[src/rtl/uart_tx_sched_if.sv]
// Handshake bundle shared by the requesters, the scheduler and the UART serializer.
// The master side drives requests and serializer status. The slave side is the scheduler.
interface uart_tx_sched_if #(
    parameter int NUM_REQ = 4,
    parameter int DATA_W  = 8
);
    logic [NUM_REQ-1:0]        req_valid;
    logic [NUM_REQ*DATA_W-1:0] req_data;
    logic [NUM_REQ-1:0]        req_last;
    logic [NUM_REQ-1:0]        req_ready;
    logic                      tx_start;
    logic [DATA_W-1:0]         tx_data;
    logic                      tx_busy;

    modport master (
        output req_valid, req_data, req_last, tx_busy,
        input  req_ready, tx_start, tx_data
    );

    modport slave (
        input  req_valid, req_data, req_last, tx_busy,
        output req_ready, tx_start, tx_data
    );
endinterface

[src/rtl/uart_tx_sched.sv]
// Round-robin scheduler sharing one byte-wide UART serializer among NUM_REQ requesters.
// It holds the grant for a packet, is capped by MAX_BURST and is dropped after HOLD_TIMEOUT idle cycles.
module uart_tx_sched #(
    parameter int NUM_REQ      = 4,
    parameter int DATA_W       = 8,
    parameter int MAX_BURST    = 16,
    parameter int HOLD_TIMEOUT = 64
) (
    input  logic               clk,
    input  logic               reset,
    uart_tx_sched_if.slave     bus,
    output logic [NUM_REQ-1:0] grant,
    output logic               active
);
    localparam int IDX_W = (NUM_REQ > 1) ? $clog2(NUM_REQ) : 1;

    typedef enum logic [1:0] {
        IDLE,
        LOAD,
        START,
        WAIT
    } state_t;

    state_t            state;
    state_t            state_next;
    logic [IDX_W-1:0]  owner;
    logic [IDX_W-1:0]  last_winner;
    logic [IDX_W-1:0]  winner;
    logic [IDX_W-1:0]  cand;
    logic              winner_found;
    logic [7:0]        burst_cnt;
    logic [7:0]        hold_cnt;
    logic              last_lat;
    logic [DATA_W-1:0] tx_data_q;
    logic [DATA_W-1:0] req_bytes [NUM_REQ];
    logic              take_grant;
    logic              accept;
    logic              hold_inc;
    logic              release_now;
    logic              reload;

    for (genvar i = 0; i < NUM_REQ; i++) begin : g_bytes
        assign req_bytes[i] = bus.req_data[i*DATA_W +: DATA_W];
    end

    // Scan downward so the last hit is the index nearest to last_winner + 1.
    always_comb begin
        winner       = last_winner;
        winner_found = 1'b0;
        cand         = '0;
        for (int i = NUM_REQ; i >= 1; i--) begin
            cand = IDX_W'((int'(last_winner) + i) % NUM_REQ);
            if (bus.req_valid[cand]) begin
                winner       = cand;
                winner_found = 1'b1;
            end
        end
    end

    always_ff @(posedge clk) begin
        if (reset) begin
            state <= IDLE;
        end else begin
            state <= state_next;
        end
    end

    always_comb begin
        state_next    = state;
        take_grant    = 1'b0;
        accept        = 1'b0;
        hold_inc      = 1'b0;
        release_now   = 1'b0;
        reload        = 1'b0;
        bus.req_ready = '0;
        bus.tx_start  = 1'b0;
        case (state)
            IDLE: begin
                if (winner_found) begin
                    take_grant = 1'b1;
                    state_next = LOAD;
                end
            end
            LOAD: begin
                bus.req_ready = grant;
                // An offered byte beats a timeout landing in the same cycle.
                if (bus.req_valid[owner]) begin
                    accept     = 1'b1;
                    state_next = START;
                end else if (hold_cnt == 8'(HOLD_TIMEOUT - 1)) begin
                    release_now = 1'b1;
                    state_next  = IDLE;
                end else begin
                    hold_inc = 1'b1;
                end
            end
            START: begin
                bus.tx_start = 1'b1;
                state_next   = WAIT;
            end
            WAIT: begin
                if (!bus.tx_busy) begin
                    if (last_lat || burst_cnt == 8'(MAX_BURST)) begin
                        release_now = 1'b1;
                        state_next  = IDLE;
                    end else begin
                        reload     = 1'b1;
                        state_next = LOAD;
                    end
                end
            end
            default: state_next = IDLE;
        endcase
    end

    always_ff @(posedge clk) begin
        if (reset) begin
            grant       <= '0;
            owner       <= '0;
            last_winner <= IDX_W'(NUM_REQ - 1);
            burst_cnt   <= '0;
            hold_cnt    <= '0;
            last_lat    <= 1'b0;
            tx_data_q   <= '0;
        end else begin
            if (take_grant) begin
                grant     <= NUM_REQ'(1) << winner;
                owner     <= winner;
                burst_cnt <= '0;
                hold_cnt  <= '0;
            end
            if (accept) begin
                tx_data_q <= req_bytes[owner];
                last_lat  <= bus.req_last[owner];
                burst_cnt <= burst_cnt + 8'd1;
            end
            if (hold_inc) begin
                hold_cnt <= hold_cnt + 8'd1;
            end
            if (reload) begin
                hold_cnt <= '0;
            end
            // A timeout release also advances the rotation past this owner.
            if (release_now) begin
                grant       <= '0;
                last_winner <= owner;
            end
        end
    end

    assign bus.tx_data = tx_data_q;
    assign active      = (state != IDLE);
endmodule

[src/flat_wrapper.sv]
// flat-port wrapper written by rule: the top's interface ports become plain ports
module uart_tx_sched_flat 
#(
    parameter int NUM_REQ      = 4,
    parameter int DATA_W       = 8,
    parameter int MAX_BURST    = 16,
    parameter int HOLD_TIMEOUT = 64
)
  (clk, reset, grant, active, bus_req_valid, bus_req_data, bus_req_last, bus_tx_busy, bus_req_ready, bus_tx_start, bus_tx_data);
  uart_tx_sched_if #(.NUM_REQ(NUM_REQ), .DATA_W(DATA_W)) bus_i ();
  input  logic clk;
  input  logic reset;
  output logic [NUM_REQ-1:0] grant;
  output logic active;
  input wire logic [$bits(bus_i.req_valid)-1:0] bus_req_valid;
  input wire logic [$bits(bus_i.req_data)-1:0] bus_req_data;
  input wire logic [$bits(bus_i.req_last)-1:0] bus_req_last;
  input wire logic [$bits(bus_i.tx_busy)-1:0] bus_tx_busy;
  output wire logic [$bits(bus_i.req_ready)-1:0] bus_req_ready;
  output wire logic [$bits(bus_i.tx_start)-1:0] bus_tx_start;
  output wire logic [$bits(bus_i.tx_data)-1:0] bus_tx_data;
  assign bus_i.req_valid = bus_req_valid;
  assign bus_i.req_data = bus_req_data;
  assign bus_i.req_last = bus_req_last;
  assign bus_i.tx_busy = bus_tx_busy;
  assign bus_req_ready = bus_i.req_ready;
  assign bus_tx_start = bus_i.tx_start;
  assign bus_tx_data = bus_i.tx_data;
  uart_tx_sched #(.NUM_REQ(NUM_REQ), .DATA_W(DATA_W), .MAX_BURST(MAX_BURST), .HOLD_TIMEOUT(HOLD_TIMEOUT)) u_core (.clk(clk), .reset(reset), .bus(bus_i), .grant(grant), .active(active));
endmodule
[config.mk]
export PLATFORM = sky130hd
export DESIGN_NAME = uart_tx_sched_flat
export DESIGN_NICKNAME = d
export VERILOG_FILES = /design/src/rtl/uart_tx_sched_if.sv /design/src/rtl/uart_tx_sched.sv /design/src/flat_wrapper.sv
export SDC_FILE = /design/constraint.sdc
export NUM_CORES = 1
export LEC_CHECK = 0
export ABC_AREA = 1
export BUFFER_PORTS_ARGS = -buffer_cell sky130_fd_sc_hd__buf_2
export CAP_MARGIN = 20
export CORE_AREA = 3 3 73 75
export CTS_CLUSTER_DIAMETER = 30
export DETAILED_ROUTE_END_ITERATION = 7
export DIE_AREA = 0 0 76 78
export GPL_ROUTABILITY_DRIVEN = 0
export PLACE_DENSITY = 0.8
export SLEW_MARGIN = 20
export SYNTH_ARGS = -nofsm -noshare
export SYNTH_HDL_FRONTEND = slang
export SYNTH_SLANG_ARGS = --single-unit
[constraint.sdc]
create_clock -name clk -period 1.5 [get_ports clk]
set_clock_uncertainty 0.1 [all_clocks]
set_input_delay 0.225 -clock clk [delete_from_list [all_inputs] [get_ports clk]]
set_output_delay 0.225 -clock clk [all_outputs]
set_load 0.1 [all_outputs]
==> reports/metrics.cfg <==
[power_and_ir_drop]
max-vdd-ir-drop_v = 0.000830
p_leak_nw = 1.49
p_per_area_nw_per_um2 = 1220

[critical_path]
cp.arrival_ns = 1.80
crit_path_start_kind = flop
worst-path-stages = 10
r2r_start = u_core.last_winner[0]$_SDFFE_PP1P_
endpoint_kind = flop
rrSetupSlack_ns = -0.18
critical_path_class = reg2reg
slowest_stage = dfxtp_2
slowest_delay_ns = 0.34
worstSetupStartpoint = u_core.last_winner[0]$_SDFFE_PP1P_
crit_family = simple AND/OR/NAND/NOR gates
path_max_fanout = 8
crit_path_frequent_cell = nand2_2
crit_required_ns = 1.62
r2r_end = u_core.burst_cnt[4]$_SDFFE_PP0P_
rr_worst_depth = 10
critical_path_buf_inv_count = 1
endpoint = u_core.burst_cnt[4]$_SDFFE_PP0P_
crit_path_cell_trace = buf_4 > nand2_2 > nand2_2 > nand2_2 > nand3_2 > nor2_4 > nor2_8 > nor2_8 > nand2_2 > a21oi_2

[global_route]
grt.total_usage_pct = 23.3
antenna_found_initial = 0
grt_pass1_wl_um = 11500
grt_overflow = 0
grt_max_degree = 19
grt_pass1_vias = 2539

[layout]
nets = 486
diodes = 0
fin_area_um2 = 3430
final_cells = 508
syn2layout_area_growth_pct = 52.0
drive_gt1_share_pct = 48.5

[sta]
finalSetupViolCount = 41
rsz0062_at_grt = yes
hold_violations = 0
fin_ws_ns = -0.177
post-route-period-util_pct = 112
setup_tns_ns = -4.45
fmax_mhz = 596
maxSlewHeadroom_pct = 66.7
worstMarginPinSlew_ns = 0.498
slew_viol_final = 0
period_minus_slack_ns = 1.68

[detailed_routing]
vias_per_cell = 5.13
routedWlPerCell_um = 13.4
drtAntennaViolNets = 0
num_vias = 2604
first_pass_iters = 4
drc = 0
drtIter0Drc = 176
wirelength_um = 6810

[clock_tree]
clockBufferDepth = 2
cts_sinks = 35
cts_tree = done
numCtsBuffers = 5
clkTransAtPathRegs_ns = 0.07
h-tree-depth = 2
clock-root-buffer = clkbuf_8
clk-insertion-delay-late_ns = 0.30

[yosys]
synthesis.nets = 387
syn_area_per_cell_um2 = 6.62
synthTopCellsByArea = dfxtp_1 (31%), nor2_1 (11%), nand2_1 (9.7%), o21ai_0 (6.4%), inv_1 (5.5%)
netlist.top_cell.by_area = dfxtp_1
yosysSeqAreaShare_pct = 31.1
ys_seq_elements = 35
yosysWarnings = 0
netlist_area_um2 = 2260
synth.distinct_cells = 29
synth.top_cell.area_share_pct = 31.1
synthCells = 341

[placed_design]
dp_hpwl_um = 4400
placed_cells = 484
place_ws_ns = -0.183
postPlaceCellArea_um2 = 2940
portBuffers = 60

[floorplanning]
pin_count = 61
die_h_um = 78
start_util_pct = 47.8
die_area_um2 = 5930
die_width_um = 76
rows = 25
core_area_um2 = 4720

[hold_path]
hp-class = in2reg

[run_status]
violations = negative setup slack
status = complete, but fails checks

[flow_run]
maxCapViolations = 0

-- cells in the mapped netlist --
library cell   n
o21bai_1       1
nand2_2       18
buf_4          1
inv_2          5
buf_2          3
o32ai_1        9
ha_1           3
dfxtp_1       35
nand3_2        2
nor2_4         1
nor2_1        66
a21oi_1       19
inv_1         33
buf_6          2
clkbuf_1       5
clkinv_1       1
o21ai_0       29
nand4_1        4
nand3b_1       1
nand3_1       23
xor2_1         3
or2_2          2
nor2_2         3
o31ai_2        1
a21oi_2        7
nor2_8         4
o21ai_1        1
o211ai_1       1
nand2_1       58
-- cell type report --
type                    count  area [um2]
multi-input cells         257        1570
fillers                   328        1290
repair buffers            102         793
flip-flops and latches     35         719
inverters                  39         164
clock buffers               8         100
well taps                  67        83.8
-- per-layer routing --
layer | GRT usage [%] | vias to the layer above | wire (um)
li1 | - | 1301 | -
met1 | 26.5 | 1211 | 2770
met2 | 43.2 | 74 | 3530
met3 | 4.87 | 18 | 347
met4 | 7.97 | 0 | 162
met5 | 0 | - | 0
-- worst reg2reg max path: stages, from the launching register on --
cell	delay, ns
dfxtp_2	0.34
buf_4	0.16
nand2_2	0.07
nand2_2	0.07
nand2_2	0.07
nand3_2	0.09
nor2_4	0.20
nor2_8	0.11
nor2_8	0.20
nand2_2	0.08
a21oi_2	0.13
-- timing repair --
item | 4_1_cts | 5_1_grt
pin swaps | 27 | 17
resized for setup | 51 | 28
gates cloned | 1 | 0
hold endpoints to repair | 0 | 0
endpoints found under the setup margin | 32 | 41
buffers inserted | 12 | 3
hold buffers | 0 | 0
-- sequential cells by signal (all words and copies together), names as in the netlist, named ones only --
name	flops
u_core.last_lat	1
u_core.grant	4
u_core.state	1
u_core.hold_cnt	8
u_core.last_winner	2
u_core.burst_cnt	8
u_core.owner	2
u_core.bus.tx_data	8
-- report_power, final --
part           switching [mW]  total (mW)  leakage, nW  internal (mW)
clock network           0.363       0.782       0.0515          0.420
logic                    1.47        2.27         1.15          0.793
registers              0.0853        1.13        0.290           1.04
total                    1.92        4.18         1.49           2.26
-- kinds of logic (layout without fill, tap and decap cells) --
logic type               after synthesis  in the layout  synth area share [%]
XOR/XNOR                               3              3                  1.16
flip-flops                            35             35                  31.1
AND/OR/NAND/NOR                      182            183                  38.5
buffers and inverters                 50            149                  9.32
adder cells (fa/ha/maj)                3              3                  1.66
AO/OA/AOI/OAI                         68             68                  18.3
-- worst min-delay path by stage --
stage	slack, ns	endpoint	cells past startpoint	start
6_report	0.20	u_core.bus.tx_data[7]$_SDFFE_PP0P_	5	bus_req_data[31]
5_1_grt	0.23	u_core.owner[0]$_SDFFE_PP0P_	4	reset
4_1_cts	0.20	u_core.bus.tx_data[7]$_SDFFE_PP0P_	5	bus_req_data[31]
3_5_place_dp	0.35	u_core.last_lat$_SDFFE_PP0P_	2	u_core.last_lat$_SDFFE_PP0P_
3_3_place_gp	0.35	u_core.last_lat$_SDFFE_PP0P_	2	u_core.last_lat$_SDFFE_PP0P_
2_1_floorplan	0.22	u_core.last_winner[0]$_SDFFE_PP1P_	2	reset
-- per-stage QoR --
stage / hold slack, ns / power [mW] / util (%)
after floorplan: 0.225 / 2.48 / -
after global placement: 0.348 / 2.96 / 62.3
after detailed placement: 0.353 / 3.00 / 62.3
after CTS: 0.203 / 4.07 / 70.3
after global routing: 0.232 / 4.38 / 72.6
final: 0.198 / 4.18 / 72.6
-- cells in the final DEF, fill, tap and decap left out, types with 7 or more instances in the layout --
cell       n
inv_1     29
a21oi_1   10
nand2_1   43
o21ai_0   23
dfxtp_1   22
buf_12    10
nor2_1    53
buf_4     29
nand3_1   18
nor2_4    11
buf_2     54
clkbuf_8   7
buf_6      8
o32ai_1    9
dfxtp_2   12
nor2_2     7
a21oi_2   16
nand2_2   30
(Power assumes the default switching activity.)
